$ cat config.mk
export PLATFORM = sky130hd
export DESIGN_NAME = sram_march_bist
export DESIGN_NICKNAME = d
export VERILOG_FILES = /design/src/rtl/sram_march_bist.sv
export SDC_FILE = /design/constraint.sdc
export NUM_CORES = 1
export LEC_CHECK = 0
export CORE_MARGIN = 4
export CORE_UTILIZATION = 50
export CTS_BUF_LIST = sky130_fd_sc_hd__clkbuf_2 sky130_fd_sc_hd__clkbuf_4 sky130_fd_sc_hd__clkbuf_8
export DETAILED_ROUTE_END_ITERATION = 8
export PLACE_DENSITY_LB_ADDON = 0.08
export REMOVE_ABC_BUFFERS = 1
export SYNTH_ARGS = -nofsm -noshare
export SYNTH_HDL_FRONTEND = slang
export SYNTH_SLANG_ARGS = --single-unit
$ cat constraint.sdc
create_clock -name CLK -period 3.1 [get_ports CLK]
set_input_delay 0.31 -clock CLK [delete_from_list [all_inputs] [get_ports CLK]]
set_output_delay 0.31 -clock CLK [all_outputs]
set_load 0.01 [all_outputs]
$ cat src/rtl/sram_march_bist.sv
// March C- BIST initiator for a dual-port generic SRAM: e0..e5 run on port 0,
// e6 is a read-only sweep on port 1. The first mismatch's address and element are captured.
module sram_march_bist #(
   parameter int ABITS  = 14,
   parameter int DBITS  = 1,
   parameter int RD_LAT = 1
) (
   input  logic             CLK,
   input  logic             RST,
   input  logic             start,
   output logic             busy,
   output logic             done,
   output logic             pass,
   output logic [ABITS-1:0] fail_addr,
   output logic [2:0]       fail_elem,
   output logic [ABITS-1:0] A0,
   output logic [DBITS-1:0] D0,
   output logic             WE0,
   output logic             CE0,
   input  logic [DBITS-1:0] Q0,
   output logic [ABITS-1:0] A1,
   output logic [DBITS-1:0] D1,
   output logic             WE1,
   output logic             CE1,
   input  logic [DBITS-1:0] Q1
);
   localparam int DCW = (RD_LAT > 1) ? $clog2(RD_LAT) : 1;

   typedef enum logic [1:0] {IDLE, RUN, DRAIN, DONE} state_t;

   typedef struct packed {
      logic             vld;
      logic             expv;
      logic             port;
      logic [2:0]       elem;
      logic [ABITS-1:0] addr;
   } rd_tag_t;

   state_t           state;
   logic [2:0]       op_elem;
   logic [ABITS-1:0] op_addr;
   logic             op_wr;
   logic             failed;
   logic [DCW-1:0]   drain_cnt;
   rd_tag_t          pipe [RD_LAT];

   logic             up;
   logic             pair;
   logic             last_addr;
   logic             seq_end;
   logic [2:0]       nxt_elem;
   logic [ABITS-1:0] nxt_addr;
   logic             nxt_wr;
   logic             accept;
   logic             issue_en;
   logic [2:0]       iss_elem;
   logic [ABITS-1:0] iss_addr;
   logic             iss_wr;
   rd_tag_t          tail;
   logic [DBITS-1:0] tail_q;
   logic             mismatch;

   assign D1  = '0;
   assign WE1 = 1'b0;

   // Successor of the operation currently on the ports. Pair elements visit each
   // address twice (read then write); an element ends at its last address only.
   always_comb begin
      up        = (op_elem != 3'd3) && (op_elem != 3'd4);
      pair      = (op_elem >= 3'd1) && (op_elem <= 3'd4);
      last_addr = up ? (&op_addr) : (op_addr == '0);
      nxt_elem  = op_elem;
      nxt_addr  = op_addr;
      nxt_wr    = 1'b0;
      seq_end   = 1'b0;
      if (pair && !op_wr) begin
         nxt_wr = 1'b1;
      end else if (!last_addr) begin
         nxt_addr = up ? (op_addr + ABITS'(1)) : (op_addr - ABITS'(1));
         nxt_wr   = (op_elem == 3'd0);
      end else if (op_elem == 3'd6) begin
         seq_end = 1'b1;
      end else begin
         nxt_elem = op_elem + 3'd1;
         nxt_addr = ((op_elem == 3'd2) || (op_elem == 3'd3)) ? '1 : '0;
      end
   end

   assign accept   = start && ((state == IDLE) || (state == DONE));
   assign issue_en = accept || ((state == RUN) && !mismatch && !seq_end);
   assign iss_elem = accept ? 3'd0 : nxt_elem;
   assign iss_addr = accept ? '0 : nxt_addr;
   assign iss_wr   = accept ? 1'b1 : nxt_wr;

   assign tail     = pipe[RD_LAT-1];
   assign tail_q   = tail.port ? Q1 : Q0;
   assign mismatch = tail.vld && !failed && (tail_q != {DBITS{tail.expv}});

   always_ff @(posedge CLK or posedge RST) begin
      if (RST) begin
         state     <= IDLE;
         busy      <= 1'b0;
         done      <= 1'b0;
         pass      <= 1'b0;
         fail_addr <= '0;
         fail_elem <= '0;
         op_elem   <= '0;
         op_addr   <= '0;
         op_wr     <= 1'b0;
         failed    <= 1'b0;
         drain_cnt <= '0;
         A0        <= '0;
         D0        <= '0;
         WE0       <= 1'b0;
         CE0       <= 1'b0;
         A1        <= '0;
         CE1       <= 1'b0;
      end else begin
         if (mismatch) begin
            failed    <= 1'b1;
            fail_addr <= tail.addr;
            fail_elem <= tail.elem;
         end
         if (issue_en) begin
            op_elem <= iss_elem;
            op_addr <= iss_addr;
            op_wr   <= iss_wr;
            A0      <= iss_addr;
            A1      <= iss_addr;
            WE0     <= iss_wr;
            CE0     <= (iss_elem != 3'd6);
            CE1     <= (iss_elem == 3'd6);
            D0      <= {DBITS{iss_wr & iss_elem[0]}};
         end
         case (state)
            IDLE, DONE: begin
               if (accept) begin
                  state     <= RUN;
                  busy      <= 1'b1;
                  done      <= 1'b0;
                  pass      <= 1'b0;
                  failed    <= 1'b0;
                  fail_addr <= '0;
                  fail_elem <= '0;
               end
            end
            RUN: begin
               if (mismatch || seq_end) begin
                  state     <= DRAIN;
                  drain_cnt <= '0;
                  CE0       <= 1'b0;
                  WE0       <= 1'b0;
                  CE1       <= 1'b0;
               end
            end
            DRAIN: begin
               // Reads still in flight are compared here; only a first failure is kept.
               if (drain_cnt == DCW'(RD_LAT - 1)) begin
                  state <= DONE;
                  busy  <= 1'b0;
                  done  <= 1'b1;
                  pass  <= !(failed || mismatch);
               end else begin
                  drain_cnt <= drain_cnt + DCW'(1);
               end
            end
            default: state <= IDLE;
         endcase
      end
   end

   // Read tags travel alongside the SRAM read latency so the tail lines up with Q.
   always_ff @(posedge CLK or posedge RST) begin
      if (RST) begin
         for (int i = 0; i < RD_LAT; i++) pipe[i] <= '0;
      end else begin
         pipe[0] <= '{vld:  (state == RUN) && !op_wr,
                      expv: (op_elem == 3'd2) || (op_elem == 3'd4),
                      port: (op_elem == 3'd6),
                      elem: op_elem,
                      addr: op_addr};
         for (int i = 1; i < RD_LAT; i++) pipe[i] <= pipe[i-1];
      end
   end

endmodule
==> results of run 1 <==
## flip-flops by register name (all words and copies together), names as in the netlist
| signal | count |
|---|---|
| CE0 | 1 |
| CE1 | 1 |
| D0 | 1 |
| WE0 | 1 |
| busy | 1 |
| done | 1 |
| fail_addr | 14 |
| fail_elem | 3 |
| failed | 1 |
| op_addr | 14 |
| op_elem | 3 |
| op_wr | 1 |
| pass | 1 |
| pipe | 20 |
| state | 2 |
## worst register-to-register path, delay by kind of cell (launching register included)
kind,cells,cell delay (ns)
DFF,1,0.41
AOI/OAI and AO/OA,7,1.08
buffers and inverters,3,0.36
and+or+nand+nor,2,0.49
adders and majority gates,2,0.46
## layout by cell type (no fill, tap or decap), drive strengths merged, types with 5 or more instances in the layout
cell	netlist	layout
nand2	29	29
nor2	40	40
a21o	5	5
buf	19	19
inv	15	14
clkbuf	9	11
xnor2	8	8
o21ai	25	25
dfrtp	65	65
ha	20	20
a21oi	18	18
mux2i	25	25
a31oi	6	6
nor3	6	6
clkdlybuf4s50	0	56
nand3	11	11
or3	5	5
nor4	5	5
## repair_timing
action	4_1_cts	5_1_grt
setup endpoints to repair	2	4
pin swaps	0	7
setup buffers	0	7
cloned	0	1
resized for setup	2	23
## power groups by stage
stage                     Combinational (uW)  Clock (uW)  Sequential [uW]
after floorplan                          244           0              986
after global placement                   483           0              976
after detailed placement                 494           0              979
after CTS                                496         740              963
after global routing                     571         771              977
final                                    516         722              966
## area by class of cell
| cell class | count | area share [%] |
|---|---|---|
| Clock buffer | 11 | 3.25 |
| Clock inverter | 5 | 1.23 |
| Inverter | 15 | 1.35 |
| Multi-Input combinational cell | 245 | 39.4 |
| Sequential cell | 65 | 36.5 |
| Tap cell | 80 | 2.24 |
| Timing Repair Buffer | 75 | 15.8 |
| Timing Repair inverter | 1 | 0.168 |
## kinds of logic (layout without fill, tap and decap cells)
family / count (synthesis) / in the layout / synth area share, %
and+or+nand+nor: 111 / 111 / 14.7
AOI/OAI and AO/OA: 73 / 73 / 13.3
DFF: 65 / 65 / 46.9
buffers and inverters: 43 / 107 / 6.50
muxes: 26 / 26 / 7.66
adders and majority gates: 21 / 21 / 7.80
xor gates and xnor gates: 12 / 12 / 3.03
other: 1 / 2 / 0.108
## metal layers
layer / routed length (um) / vias to the layer above / global-route usage, %
li1: - / 1341 / -
met1: 3750 / 1295 / 27.5
met2: 3400 / 96 / 28.8
met3: 477 / 15 / 4.23
met5: 0 / - / 0
met4: 153 / 0 / 8.04
## stage by stage
step / TNS [ns] / instance area [um^2] / utilization, % / worst slack, ns
final: 0 / 4460 / 66.0 / 0.138
after global routing: 0 / 4460 / 66.0 / 0.00943
after CTS: 0 / 4260 / 63.1 / 0.0261
after detailed placement: -0.0408 / 4050 / 60.0 / -0.0280
after global placement: 0 / 4050 / 60.0 / 0.103
after floorplan: -1.99 / 3300 / - / -0.195
## final timing paths
kind | startpoint | endpoint | cells past startpoint
max | op_elem[1] | op_addr[13] | 14
min | op_elem[1] | pipe[15] | 0
max in group asynchronous | RST | op_elem[1] | 3
min reg2reg | op_elem[1] | pipe[15] | 0
max reg2reg | op_elem[1] | op_addr[13] | 14
min in group asynchronous | RST | fail_addr[1] | 3
==> results.tsv, run 1 <==
stage	metric	value	unit
sta	finalSetupViolCount	0	
sta	clock.fmax	0.338	GHz
worst_setup_path	crit_chain	inv_1 -> ha_2 -> nand2_2 -> a21boi_4 -> clkinvlp_4 -> buf_4 -> ha_4 -> a211oi_1 -> o21a_1 -> or3_4 -> a31oi_4 -> o211ai_1 -> a31oi_1 -> o22ai_1	
worst_setup_path	arrival	3.16	ns
global_routing	grtUsageTotal	19.4	%
synth	synth_top_flop_cell	dfrtp_1	
routing	vias_per_cell	5.53	
global_routing	grt_pass1_vias	2609	
worst_hold_path	hold_class	reg -> reg	
global_routing	grt_pass1_wl	12900	um
synth	ys_seq_area_share	46.9	%
routing	drt_iter0_markers	186	
sta	fin_crit_sh	95.5	%
clock_network	ctsHoldBuffers	0	
die	coreArea	6760	um^2
worst_setup_path	cp_num_buf_inv	3	
worst_setup_path	crit_family	compound AO/OA/AOI/OAI gates	
worst_setup_path	cp_slowest_cell	or3_4	
die	start_util	51.3	%
clock_network	clock-root-buffer	clkbuf_8	
synth	synth_top_area_share	46.9	%
sta	rsz0062_at_grt	false	
pwr	intPower	1520	uW
run	cap_violations	0	
pwr	p_sw	683	uW
layout	multiInputGateArea	1760	um^2
sta	whs	0.459	ns
pwr	vdd_drop_max	0.218	mV
layout	area.growth.synth_to_final	28.7	%
worst_setup_path	rrSetupSlack	0.14	ns
die	die_y	91.2	um
worst_setup_path	crit_type	reg -> reg	
synth	yosys_warnings	0	
routing	dr.pass1.iters	4	
outcome	status	completed	
routing	remaining_drc_errors	0	
die	die_area	8320	um^2
layout	instances_no_fill	497	
placement	routabilityCongestion	0.898	
clock_network	clkTransAtPathRegs	0.07	ns
global_routing	grt_max_degree	66	
pwr	seq_power_share	43.8	%
worst_setup_path	max_stage_delay	0.42	ns
die	rows	30	
worst_setup_path	required	3.29	ns
placement	portBuffers	56	
sta	drv_slew	0	
pwr	power.total	2200	uW
sta	worst_slew_pin_slew	0.798	ns
clock_network	clkSinkCount	65	
synth	ys_types	46	
pwr	leakage	0.00201	uW
synth	synth_area	3460	um^2
die	die_w	91.2	um
layout	fillers	558	
layout	seqCellArea	1630	um^2
global_routing	grt_overflow	0	
synth	synth_area_leader_cell	dfrtp_1	
synth	synth.avg_cell_area	9.84	um^2
routing	num_vias	2747	
routing	ant_nets	0	
pwr	pwr-share-comb	23.4	%
synth	synth_cells	352	
layout	drive_gt1_share	14.6	%
routing	drt-wirelength-per-cell	15.7	um
sta	finalHoldViolCount	0	
synth	synthTopCellsByCount	dfrtp_1 (65), nor2_1 (40), nand2_1 (29)	
worst_setup_path	worst-path-max-fanout	6	
synth	synthMostInstantiatedCell	dfrtp_1	
synth	synth_edf_count	0	
sta	max_slew_margin	46.8	%
layout	fin_nets	438	
worst_setup_path	startpoint_type	register	
synth	async_reset_ff_share	100	%
routing	routed_wirelength	7780	um
layout	insertedDiodeCount	0	
clock_network	htree_levels	3	
pwr	switching_share	31.0	%
placement	hpwl	5280	um
sta	finClkSkew	0.0111	ns
clock_network	cts_tree	done	
die	io_pins	59	
clock_network	cts_buffers	9	
synth	yosys_register_bits	65	
synth	synth.area.top_cells	dfrtp_1 (47%), ha_1 (7.2%), mux2i_1 (7.2%)	
clock_network	clockBufferDepth	2	
placement	dp_cells	473	
pwr	power.density	494	nW/um^2
pwr	clockPowerShare	32.8	%
worst_setup_path	end_kind	register	
sta	period_needed	2.96	ns
clock_network	clk_latency	0.34	ns
global_routing	antenna_found_initial	0	
No activity file was read; power rests on OpenSTA's default activity.
==> run 2: changes to the inputs <==
Settings changed: CORE_ASPECT_RATIO set to 1.75.
==> results.tsv, run 2 (same netlist as run 1, synthesis figures left out) <==
stage	metric	value	unit
worst_setup_path	rrSetupSlack	0.13	ns
worst_setup_path	end_kind	register	
global_routing	grt_pass1_wl	13800	um
layout	regMostFlops	pipe	
die	die_area	8380	um^2
sta	worst_slew_pin_slew	1.16	ns
routing	routed_wirelength	8090	um
routing	ant_nets	0	
routing	vias_per_cell	5.56	
routing	dr.pass1.iters	4	
layout	insertedDiodeCount	0	
clock_network	clk_latency	0.34	ns
die	coreArea	6640	um^2
layout	largest_reg_flops	20	
clock_network	clockBufferDepth	2	
clock_network	clock-root-buffer	clkbuf_8	
layout	layout_common_cells	dfrtp_1 (63), clkdlybuf4s50_1 (56), nor2_1 (40), nand2_1 (28)	
worst_setup_path	startpoint_type	register	
pwr	power.density	479	nW/um^2
routing	wl_met1	3140	um
routing	drt_iter0_markers	149	
worst_hold_path	hold_class	in -> async	
clock_network	clkSinkCount	65	
placement	routabilityCongestion	0.883	
run	cap_violations	0	
placement	hpwl	5910	um
worst_setup_path	rr_worst_depth	13	
sta	finalSetupViolCount	0	
layout	area.growth.synth_to_final	29.8	%
clock_network	htree_levels	3	
worst_setup_path	crit_type	reg -> reg	
pwr	leakage	0.00207	uW
layout	drive_gt1_share	15.6	%
worst_setup_path	required	3.30	ns
clock_network	cts_buffers	9	
sta	finClkSkew	0.00839	ns
sta	max_slew_margin	22.6	%
worst_setup_path	r2r_end	op_addr[10]	
routing	wl_met3	239	um
sta	clock.fmax	0.337	GHz
routing	num_vias	2809	
worst_setup_path	worst-path-max-fanout	6	
layout	top_regs	pipe x20, fail_addr x14, op_addr x14	
placement	portBuffers	56	
die	die_w	70.9	um
worst_setup_path	critical_path.startpoint	op_elem[1]	
sta	whs	0.348	ns
die	die_y	118	um
worst_setup_path	worstReg2RegStart	op_elem[1]	
layout	seqCellArea	1630	um^2
routing	dr_wl_met2	4540	um
die	io_pins	59	
worst_setup_path	critPathCapture	op_addr[10]	
worst_setup_path	arrival	3.17	ns
sta	fin_crit_sh	95.8	%
die	rows	39	
global_routing	grt_pass1_vias	2899	
die	start_util	52.2	%
routing	drt-wirelength-per-cell	16.0	um
clock_network	cts_tree	done	
global_routing	grt_overflow	0	
routing	remaining_drc_errors	0	
layout	fillers	572	
pwr	power.total	2150	uW
global_routing	antenna_found_initial	0	
outcome	status	completed	
layout	multiInputGateArea	1740	um^2
layout	fin_nets	444	
layout	mostFrequentLayoutCell	dfrtp_1	
sta	fin_ws	0.129	ns
global_routing	grt_max_degree	30	
sta	finalHoldViolCount	0	
placement	dpl_worst_slack	0.00741	ns
sta	drv_slew	0	
clock_network	clkTransAtPathRegs	0.07	ns
routing	top_layer_used	met4	
pwr	vdd_drop_max	0.307	mV
sta	period_needed	2.97	ns
global_routing	grtUsageTotal	20.6	%
-- run 2: timing repair --
action / in CTS / in global routing
hold buffers: 0 / 0
setup endpoints to repair: 1 / 6
pin swaps: 0 / 7
setup buffers: 0 / 9
resized for setup: 1 / 30
-- run 2: worst min-delay path by stage --
| stage | start | cells past startpoint | end |
|---|---|---|---|
| 2_1_floorplan | start | 2 | op_wr |
| 3_3_place_gp | op_elem[0] | 0 | pipe[14] |
| 3_5_place_dp | op_elem[0] | 0 | pipe[14] |
| 4_1_cts | RST | 2 | fail_elem[2] |
| 5_1_grt | RST | 2 | fail_elem[0] |
| 6_report | RST | 2 | fail_elem[0] |
-- run 2: per-stage QoR --
stage                     instances  instance area, um^2   TNS, ns  utilization (%)
after floorplan                 325                 3300     -1.99                -
after global placement          481                 4110         0             61.9
after detailed placement        481                 4110         0             61.9
after CTS                       497                 4310         0             64.9
after global routing            505                 4500  -0.00565             67.8
final                           505                 4500         0             67.8
-- run 2: critical path: stages (launching register included) --
cell,delay (ns)
dfrtp_2,0.44
buf_4,0.15
ha_4,0.16
a21boi_4,0.16
clkinvlp_4,0.19
buf_6,0.18
buf_4,0.14
ha_4,0.16
or3_1,0.30
a2111o_1,0.44
a31oi_4,0.23
xnor2_1,0.09
nor2_1,0.11
o21ai_1,0.06
-- run 2: area by class of cell --
| type | instances | area share [%] |
|---|---|---|
| Multi-Input combinational cell | 245 | 38.7 |
| Sequential cell | 65 | 36.2 |
| Timing Repair Buffer | 82 | 17.1 |
| Clock buffer | 14 | 4.14 |
| Tap cell | 82 | 2.28 |
| Inverter | 15 | 1.34 |
| Clock inverter | 2 | 0.223 |
-- run 2: where the power goes --
| group | switching, uW | internal (uW) | leakage [uW] |
|---|---|---|---|
| clock | 307 | 384 | 0.000106 |
| sequential | 34.8 | 902 | 0.000875 |
| combinational | 310 | 217 | 0.00109 |
-- run 2: metal layers --
layer	vias up	global-route usage [%]
met4	0	8.24
met3	11	3.50
met5	-	0
met1	1380	23.6
li1	1349	-
met2	69	37.0
==> run 3: changes to the inputs <==
Settings changed: ABC_CLOCK_PERIOD_IN_PS set to 3100, CORE_UTILIZATION 50 to 48, CTS_BUF_LIST sky130_fd_sc_hd__clkbuf_2 sky130_fd_sc_hd__clkbuf_4 sky130_fd_sc_hd__clkbuf_8 to sky130_fd_sc_hd__clkbuf_16.
==> results.tsv, run 3 (same netlist as run 1, synthesis figures left out) <==
stage	metric	value	unit
placement	place_area	4100	um^2
layout	fin_nets	433	
placement	portBuffers	56	
layout	mostFrequentLayoutCell	dfrtp_1	
layout	layout_common_cells	dfrtp_1 (64), clkdlybuf4s50_1 (56), nor2_1 (40), nand2_1 (29), o21ai_0 (25)	
run	cap_violations	0	
routing	num_vias	2699	
worst_setup_path	required	3.31	ns
clock_network	clockBufferDepth	2	
clock_network	cts_tree	done	
global_routing	grt_pass1_vias	2840	
sta	period_needed	2.92	ns
die	start_util	49.8	%
pwr	vdd_drop_max	0.331	mV
layout	finalCoreUtilization	64.2	%
layout	design_area	4470	um^2
die	die_w	72.2	um
worst_setup_path	worst-path-max-fanout	7	
placement	routabilityCongestion	0.848	
clock_network	clock-root-buffer	clkbuf_16	
routing	dr.pass1.iters	4	
die	die_area	8690	um^2
placement	hpwl	5750	um
routing	ant_nets	0	
layout	insertedDiodeCount	0	
pwr	power.density	556	nW/um^2
routing	drt-wirelength-per-cell	15.8	um
layout	drive_gt1_share	10.7	%
sta	worst_slew_pin_slew	0.718	ns
sta	rsz0062_at_grt	false	
worst_setup_path	crit_type	reg -> reg	
layout	largest_reg_flops	20	
worst_setup_path	startpoint_type	register	
layout	fillers	590	
clock_network	cts_buffers	9	
global_routing	gr-max-usage-layer	met2	
sta	finClkSkew	0.00584	ns
sta	finalSetupViolCount	0	
global_routing	grt_overflow	0	
layout	regMostFlops	pipe	
global_routing	grtUsageMet1	22.8	%
clock_network	clk_latency	0.33	ns
sta	fin_crit_sh	94.3	%
global_routing	grt_pass1_wl	13500	um
pwr	power.total	2490	uW
die	coreArea	6960	um^2
global_routing	grt_use_met3	2.25	%
routing	remaining_drc_errors	0	
sta	max_slew_margin	52.2	%
worst_setup_path	end_kind	register	
global_routing	grt_max_degree	66	
outcome	status	completed	
layout	area.growth.synth_to_final	29.0	%
clock_network	clkTransAtPathRegs	0.05	ns
clock_network	clkSinkCount	65	
layout	top_regs	pipe x20, fail_addr x14, op_addr x14	
clock_network	htree_levels	3	
global_routing	antenna_found_initial	0	
sta	finalHoldViolCount	0	
pwr	leakage	0.00207	uW
routing	vias_per_cell	5.44	
sta	drv_slew	0	
global_routing	grt_use_met2	35.1	%
global_routing	grtUsageTotal	20.2	%
die	io_pins	59	
sta	tns	0	ns
worst_hold_path	hold_class	in -> async	
sta	clock.fmax	0.342	GHz
routing	routed_wirelength	7820	um
worst_setup_path	arrival	3.13	ns
clock_network	ctsHoldBuffers	0	
routing	drt_iter0_markers	89	
die	die_y	120	um
die	rows	40	
sta	whs	0.366	ns
==> run 3: cell count changes in the layout (fill, tap and decap cells not counted), sizes merged <==
cell,delta
bufinv,+2
clkinv,+2
clkbuf,-5
inv,+1
buf,-11
==> run 3: final timing paths <==
kind / start / to / slack (ns) / cells after the start
min in group CLK: op_elem[1] / pipe[15] / 0.46 / 0
worst min register to register: op_elem[1] / pipe[15] / 0.46 / 0
worst max-delay path: op_elem[0] / op_addr[13] / 0.18 / 13
worst max register to register: op_elem[0] / op_addr[13] / 0.18 / 13
max in group asynchronous: RST / pipe[18] / 2.45 / 3
worst min-delay path: RST / fail_addr[0] / 0.37 / 3
==> run 3: worst max-delay path, stage by stage (launching register included) <==
cell and delay, ns:
dfrtp_1 0.41, inv_1 0.08, ha_1 0.23, nand2_1 0.10, a21boi_4 0.19, inv_2 0.10
ha_1 0.36, o21ai_0 0.12, o21a_1 0.20, or3_4 0.42, a31oi_2 0.20, o211ai_1 0.12
a31oi_1 0.19, o22ai_1 0.10
==> run 3: layout make-up <==
| cell class | instances | area [um^2] | area share, % |
|---|---|---|---|
| clock buffers | 9 | 225 | 5.04 |
| clock inverters | 7 | 85.1 | 1.90 |
| inverters | 15 | 56.3 | 1.26 |
| multi-input cells | 245 | 1680 | 37.7 |
| flip-flops and latches | 65 | 1630 | 36.4 |
| well taps | 84 | 105 | 2.35 |
| repair buffers | 71 | 686 | 15.3 |
==> run 3: stage by stage <==
stage	worst slack [ns]	cells
2_1_floorplan	-0.195	325
3_3_place_gp	0.0623	479
3_5_place_dp	0.0113	479
4_1_cts	0.0121	495
5_1_grt	0.00803	496
6_report	0.177	496
==> run 3: layer usage <==
metal  wire, um  share of wire, %
met5          0                 0
met4        206               2.6
met3        169               2.2
met2       4340                55
met1       3100                40
==> run 3: what timing repair did <==
| action | CTS | global route |
|---|---|---|
| resized for setup | 2 | 8 |
| pin swaps | 0 | 1 |
| buffers inserted | 0 | 1 |
| endpoints found under the setup margin | 2 | 6 |
==> run 3: power by group <==
part           switching [uW]  internal (uW)
combinational             286            200
clock                     344            694
sequential               60.0            903
total                     690           1800
